### src/rtl/bp_be_fe_cmd_gen.sv
// bp_be_fe_cmd_gen: classifies resolved branches, issues one-cycle FE redirects and
// buffers attaboy training updates behind a valid/yumi handshake with ageing and drop counting.
module bp_be_fe_cmd_gen #(
    parameter int vaddr_width_p               = 39,
    parameter int branch_metadata_fwd_width_p = 64,
    parameter int attaboy_els_p               = 4,
    parameter int force_age_p                 = 8,
    parameter int drop_ctr_width_p            = 16
) (
    input  logic                                   clk_i,
    input  logic                                   reset_n_i,
    input  logic                                   br_v_i,
    input  logic                                   br_epoch_i,
    input  logic                                   br_is_branch_i,
    input  logic                                   br_taken_i,
    input  logic [vaddr_width_p-1:0]               br_tgt_i,
    input  logic [vaddr_width_p-1:0]               br_npc_i,
    input  logic [vaddr_width_p-1:0]               br_pred_npc_i,
    input  logic [branch_metadata_fwd_width_p-1:0] br_metadata_fwd_i,
    input  logic                                   exc_redirect_v_i,
    input  logic [vaddr_width_p-1:0]               exc_redirect_npc_i,
    output logic                                   epoch_o,
    output logic                                   redirect_v_o,
    output logic [vaddr_width_p-1:0]               redirect_pc_o,
    output logic [vaddr_width_p-1:0]               redirect_npc_o,
    output logic                                   redirect_br_v_o,
    output logic                                   redirect_br_taken_o,
    output logic                                   redirect_br_ntaken_o,
    output logic                                   redirect_br_nonbr_o,
    output logic [branch_metadata_fwd_width_p-1:0] redirect_br_metadata_fwd_o,
    output logic                                   attaboy_v_o,
    output logic                                   attaboy_force_o,
    output logic [vaddr_width_p-1:0]               attaboy_pc_o,
    output logic                                   attaboy_taken_o,
    output logic                                   attaboy_ntaken_o,
    output logic [branch_metadata_fwd_width_p-1:0] attaboy_br_metadata_fwd_o,
    input  logic                                   attaboy_yumi_i,
    output logic [drop_ctr_width_p-1:0]            attaboy_drop_cnt_o
);
    localparam int ptr_w = $clog2(attaboy_els_p);
    localparam int age_w = $clog2(force_age_p + 1);
    localparam logic [0:0] e_run      = 1'b0;
    localparam logic [0:0] e_redirect = 1'b1;

    logic [0:0]                             state_q, state_d;
    logic                                   epoch_q, epoch_d;
    logic [vaddr_width_p-1:0]               rd_pc_q, rd_npc_q;
    logic                                   rd_br_v_q, rd_taken_q, rd_ntaken_q, rd_nonbr_q;
    logic [branch_metadata_fwd_width_p-1:0] rd_meta_q;
    logic [ptr_w:0]                         wptr_q, wptr_d, rptr_q, rptr_d;
    logic [age_w-1:0]                       age_q, age_d;
    logic [drop_ctr_width_p-1:0]            drop_q, drop_d;

    logic [vaddr_width_p-1:0]               mem_pc    [attaboy_els_p];
    logic                                   mem_taken [attaboy_els_p];
    logic [branch_metadata_fwd_width_p-1:0] mem_meta  [attaboy_els_p];

    logic acc, mis, redir, push_req, push, pop, empty, full, aged;

    always_comb begin
        acc      = br_v_i & (br_epoch_i == epoch_q);
        mis      = acc & (br_npc_i != br_pred_npc_i);
        redir    = exc_redirect_v_i | mis;
        state_d  = redir ? e_redirect : e_run;
        epoch_d  = epoch_q ^ redir;
        empty    = wptr_q == rptr_q;
        full     = wptr_q == {~rptr_q[ptr_w], rptr_q[ptr_w-1:0]};
        pop      = attaboy_yumi_i & ~empty;
        push_req = acc & ~mis & br_is_branch_i & ~exc_redirect_v_i;
        // A full FIFO still accepts the push when the head leaves on the same edge.
        push     = push_req & (~full | pop);
        wptr_d   = wptr_q + (ptr_w+1)'(push);
        rptr_d   = rptr_q + (ptr_w+1)'(pop);
        drop_d   = (push_req & full & ~pop & ~&drop_q) ? drop_q + 1'b1 : drop_q;
        aged     = age_q == age_w'(force_age_p);
        age_d    = (empty | pop) ? '0 : (aged ? age_q : age_q + 1'b1);
    end

    always_ff @(posedge clk_i or negedge reset_n_i) begin
        if (!reset_n_i) begin
            state_q     <= e_run;
            epoch_q     <= 1'b0;
            rd_pc_q     <= '0;
            rd_npc_q    <= '0;
            rd_br_v_q   <= 1'b0;
            rd_taken_q  <= 1'b0;
            rd_ntaken_q <= 1'b0;
            rd_nonbr_q  <= 1'b0;
            rd_meta_q   <= '0;
            wptr_q      <= '0;
            rptr_q      <= '0;
            age_q       <= '0;
            drop_q      <= '0;
        end else begin
            state_q <= state_d;
            epoch_q <= epoch_d;
            wptr_q  <= wptr_d;
            rptr_q  <= rptr_d;
            age_q   <= age_d;
            drop_q  <= drop_d;
            if (redir) begin
                rd_pc_q     <= exc_redirect_v_i ? '0 : br_tgt_i;
                rd_npc_q    <= exc_redirect_v_i ? exc_redirect_npc_i : br_npc_i;
                rd_br_v_q   <= ~exc_redirect_v_i;
                rd_taken_q  <= ~exc_redirect_v_i & br_is_branch_i & br_taken_i;
                rd_ntaken_q <= ~exc_redirect_v_i & br_is_branch_i & ~br_taken_i;
                rd_nonbr_q  <= ~exc_redirect_v_i & ~br_is_branch_i;
                rd_meta_q   <= exc_redirect_v_i ? '0 : br_metadata_fwd_i;
            end
        end
    end

    always_ff @(posedge clk_i) begin
        if (push) begin
            mem_pc[wptr_q[ptr_w-1:0]]    <= br_tgt_i;
            mem_taken[wptr_q[ptr_w-1:0]] <= br_taken_i;
            mem_meta[wptr_q[ptr_w-1:0]]  <= br_metadata_fwd_i;
        end
    end

    assign epoch_o                    = epoch_q;
    assign redirect_v_o               = state_q == e_redirect;
    assign redirect_pc_o              = redirect_v_o ? rd_pc_q : '0;
    assign redirect_npc_o             = redirect_v_o ? rd_npc_q : '0;
    assign redirect_br_v_o            = redirect_v_o & rd_br_v_q;
    assign redirect_br_taken_o        = redirect_v_o & rd_taken_q;
    assign redirect_br_ntaken_o       = redirect_v_o & rd_ntaken_q;
    assign redirect_br_nonbr_o        = redirect_v_o & rd_nonbr_q;
    assign redirect_br_metadata_fwd_o = redirect_v_o ? rd_meta_q : '0;
    // The FE predictor write port is shared, so a redirect hides the attaboy head.
    assign attaboy_v_o                = ~empty & ~redirect_v_o;
    assign attaboy_force_o            = attaboy_v_o & aged;
    assign attaboy_pc_o               = attaboy_v_o ? mem_pc[rptr_q[ptr_w-1:0]] : '0;
    assign attaboy_taken_o            = attaboy_v_o & mem_taken[rptr_q[ptr_w-1:0]];
    assign attaboy_ntaken_o           = attaboy_v_o & ~mem_taken[rptr_q[ptr_w-1:0]];
    assign attaboy_br_metadata_fwd_o  = attaboy_v_o ? mem_meta[rptr_q[ptr_w-1:0]] : '0;
    assign attaboy_drop_cnt_o         = drop_q;

    yumi_protocol: assert property (@(posedge clk_i) disable iff (!reset_n_i)
        !(attaboy_yumi_i && !attaboy_v_o));
endmodule

### config.mk
export PLATFORM = sky130hd
export DESIGN_NAME = bp_be_fe_cmd_gen
export DESIGN_NICKNAME = d
export VERILOG_FILES = /design/src/rtl/bp_be_fe_cmd_gen.sv
export SDC_FILE = /design/constraint.sdc
export NUM_CORES = 1
export LEC_CHECK = 0
export ABC_AREA = 1
export BUFFER_PORTS_ARGS = -buffer_cell sky130_fd_sc_hd__buf_4
export CORE_MARGIN = 2
export CORE_UTILIZATION = 43
export DETAILED_ROUTE_END_ITERATION = 10
export GPL_TIMING_DRIVEN = 0
export SYNTH_ARGS = -nofsm -noshare
export SYNTH_HDL_FRONTEND = slang
export SYNTH_SLANG_ARGS = --single-unit
export TNS_END_PERCENT = 10
### constraint.sdc
create_clock -name clk_i -period 7.6 [get_ports clk_i]
set_input_delay 1.52 -clock clk_i [delete_from_list [all_inputs] [get_ports clk_i]]
set_output_delay 1.52 -clock clk_i [all_outputs]
set_load 0.03 [all_outputs]
==> results.yml <==
grt:
  grt_use_total_pct: 27.9
  grt_pass1_vias: 20700
  grt-ovfl-total: 0
  antenna_found_initial: 3
  grt_first_pass_wirelength_mm: 131
  grt_max_degree: 109
synthesis:
  ys_ff_latch: 590
  synth_cell_type_count: 26
  syn_nets: 2924
  syn-instance-count: 2689
  avgSynthCellArea_sq_um: 9.61
  synth-seq-area-share_pct: 65.2
  yosysWarningCount: 0
  synth.cell_area_sq_um: 25800
routing:
  drc: 0
  totalWireLength_mm: 88.3
  viasPerCell: 5.18
  postRouteAntennaNets: 0
  wl_per_cell_um: 21.6
  wl_met2_mm: 43.9
  dr.first_iter.drc_count: 1777
  firstDrtPassIters: 5
  dr_wl_met3_mm: 6.15
  vias: 21200
  drt-met1-wl_mm: 35.8
  top_layer_used: "met4"
floorplanning:
  rows: 89
  fp.dieH_um: 249
  core_sq_um: 59200
  ios: 499
  dieArea_sq_um: 62100
  die_w_um: 249
  start_util_pct: 43.6
worst_setup_path:
  reg2reg_from: "rptr_q[1]"
  endpoint_kind: "output port"
  worstPathMaxFanout: 10
  r2r_end: "mem_meta[1][16]"
  crit_required_ns: 6.08
  critical_path_class: "register to output port"
  cp-start-kind: "register"
  cpMostUsedCell: "nor2_1"
  critical_path.max_stage_delay_ns: 0.80
  crit_arrival_ns: 3.79
  crit_path_top_delay_cell: "clkbuf_1"
  ff2ff_setup_slack_ns: 4.15
  r2r_cells: 10
  path_cells: "buf_2 -> clkbuf_1 -> buf_1 -> nor2_1 -> nor2_1 -> o21ai_0 -> a21oi_1 -> buf_4"
power:
  power_mw: 7.89
  p_leak_nw: 15.3
  vdd_drop_max_v: 0.000172
  power.density_nw_per_um2: 239
run:
  max_cap_violations: 0
sta:
  setup_violations: 0
  timing.setup.tns_ns: 0
  min_period_ns: 5.31
  finClkSkew_ns: 0.0309
  finalHoldViolCount: 0
  period_share_pct: 69.9
  slew_headroom_pct: 21.0
  fmax_mhz: 188
  fin_ws_ns: 2.29
  slew_viol_final: 0
  tightest_slew_ns: 1.18
  rsz0062_at_grt: "false"
clocking:
  cts_setup_buffers: 0
  cts_tree: "built"
  ctsResizeCount: 0
  htreeDepth: 2
  cts_hold_buf: 0
  clock_latency_ns: 0.64
  clockRootBuffer: "clkbuf_16"
  cts_made_buffers: 60
  cts_max_path_buffers: 3
  clkSlewWorstSetupHoldPaths_ns: 0.06
  cts.sinks: 590
final_layout:
  fin_cells: 4094
  drive_above_1_share_pct: 20.0
  layout_common_cells: "508 x buf_4, 494 x nand2_1, 455 x nor2_1"
  areaGrowthSynthToFinish_pct: 27.9
  final_common_cell: "buf_4"
  nets: 3501
placed_design:
  dp_worst_setup_slack_ns: 2.90
  gp_congestion: 0.930
  dp.cells: 3977
  dpl.hpwl_mm: 63.7
  place.port_buffers: 497
worst_hold_path:
  hold_end: "wptr_q[2]"
  min_from: "wptr_q[2]"
  whs_path_depth: 1
  min-delay-path-class: "register to register"
status:
  status: "complete, no violations"
where the power goes:
group          internal [mW]  total [mW]  switching [mW]
combinational          0.385        1.16           0.771
sequential              3.56        3.64          0.0752
clock                   1.83        3.10            1.27
total                   5.78        7.89            2.12
flip-flops by register name, indices dropped and copies added, names as in the netlist:
name,cells
wptr_q,3
epoch_o,1
mem_taken,4
rd_meta_q,64
rptr_q,3
attaboy_drop_cnt_o,16
mem_meta,256
rd_ntaken_q,1
rd_br_v_q,1
age_q,4
rd_npc_q,39
rd_taken_q,1
rd_pc_q,39
rd_nonbr_q,1
mem_pc,156
redirect_v_o,1
metrics by stage:
| step | utilization (%) | hold slack [ns] | instance area (sq um) |
|---|---|---|---|
| after floorplan | - | 0.460 | 25800 |
| after global placement | 51.6 | 0.478 | 30500 |
| after detailed placement | 52.3 | 0.481 | 31000 |
| after CTS | 55.8 | 0.492 | 33000 |
| after global routing | 55.8 | 0.504 | 33000 |
| final | 55.8 | 0.492 | 33000 |
worst max-delay path, delay by kind of cell, from the launching register on:
kind | cells | cell delay, ns
flops | 1 | 0.39
buf+inv | 4 | 1.90
simple gates | 2 | 0.18
compound gates | 2 | 0.69
how the worst max path moves through the flow:
stage                               endpoint  slack (ns)              from
6_report       attaboy_br_metadata_fwd_o[35]        2.29         rptr_q[0]
2_1_floorplan                 mem_meta[0][0]        0.31  exc_redirect_v_i
3_3_place_gp                 mem_meta[3][51]       -4.19      br_npc_i[19]
5_1_grt        attaboy_br_metadata_fwd_o[36]        2.13         rptr_q[0]
4_1_cts        attaboy_br_metadata_fwd_o[35]        2.22         rptr_q[0]
3_5_place_dp   attaboy_br_metadata_fwd_o[35]        2.90         rptr_q[0]
layer usage:
metal	track usage (%)	vias to the layer above
met5	0	-
met4	8.23	0
met3	5.81	118
met2	48.0	757
met1	35.6	10300
li1	-	10000
cell type report:
cell class                      instances  area (sq um)
Fill cell                            5303         26200
Sequential cell                       590         16800
Multi-Input combinational cell       1660          7280
Timing Repair Buffer                  515          4120
Clock buffer                           86          1740
Inverter                              271          1020
Tap cell                              773           967
Buffer                                168           732
Clock inverter                         28           333
Antenna cell                            3          7.51
synth_stat cells (all sizes together):
master	n	area, sq um
a32oi	1	8.76
ha	7	87.6
xnor2	1	8.76
nor2	460	1730
clkbuf	100	375
a21oi	108	541
xor2	9	78.8
o21ai	207	1040
edfxtp	416	12500
nor4	2	12.5
nand3	347	1740
nand2	494	1850
nand4	17	106
buf	68	355
dfrtp	174	4350
clkinv	2	7.51
o31ai	1	7.51
inv	269	1010
nand3b	1	7.51
nor3	5	25.0
kinds of logic after synthesis:
group | after synthesis | share of synthesized area [%]
compound gates | 317 | 6.18
xor+xnor | 10 | 0.339
simple gates | 1326 | 21.2
fa+ha+maj | 7 | 0.339
flops | 590 | 65.2
buf+inv | 439 | 6.76
Power figures use the tool's default switching activity.
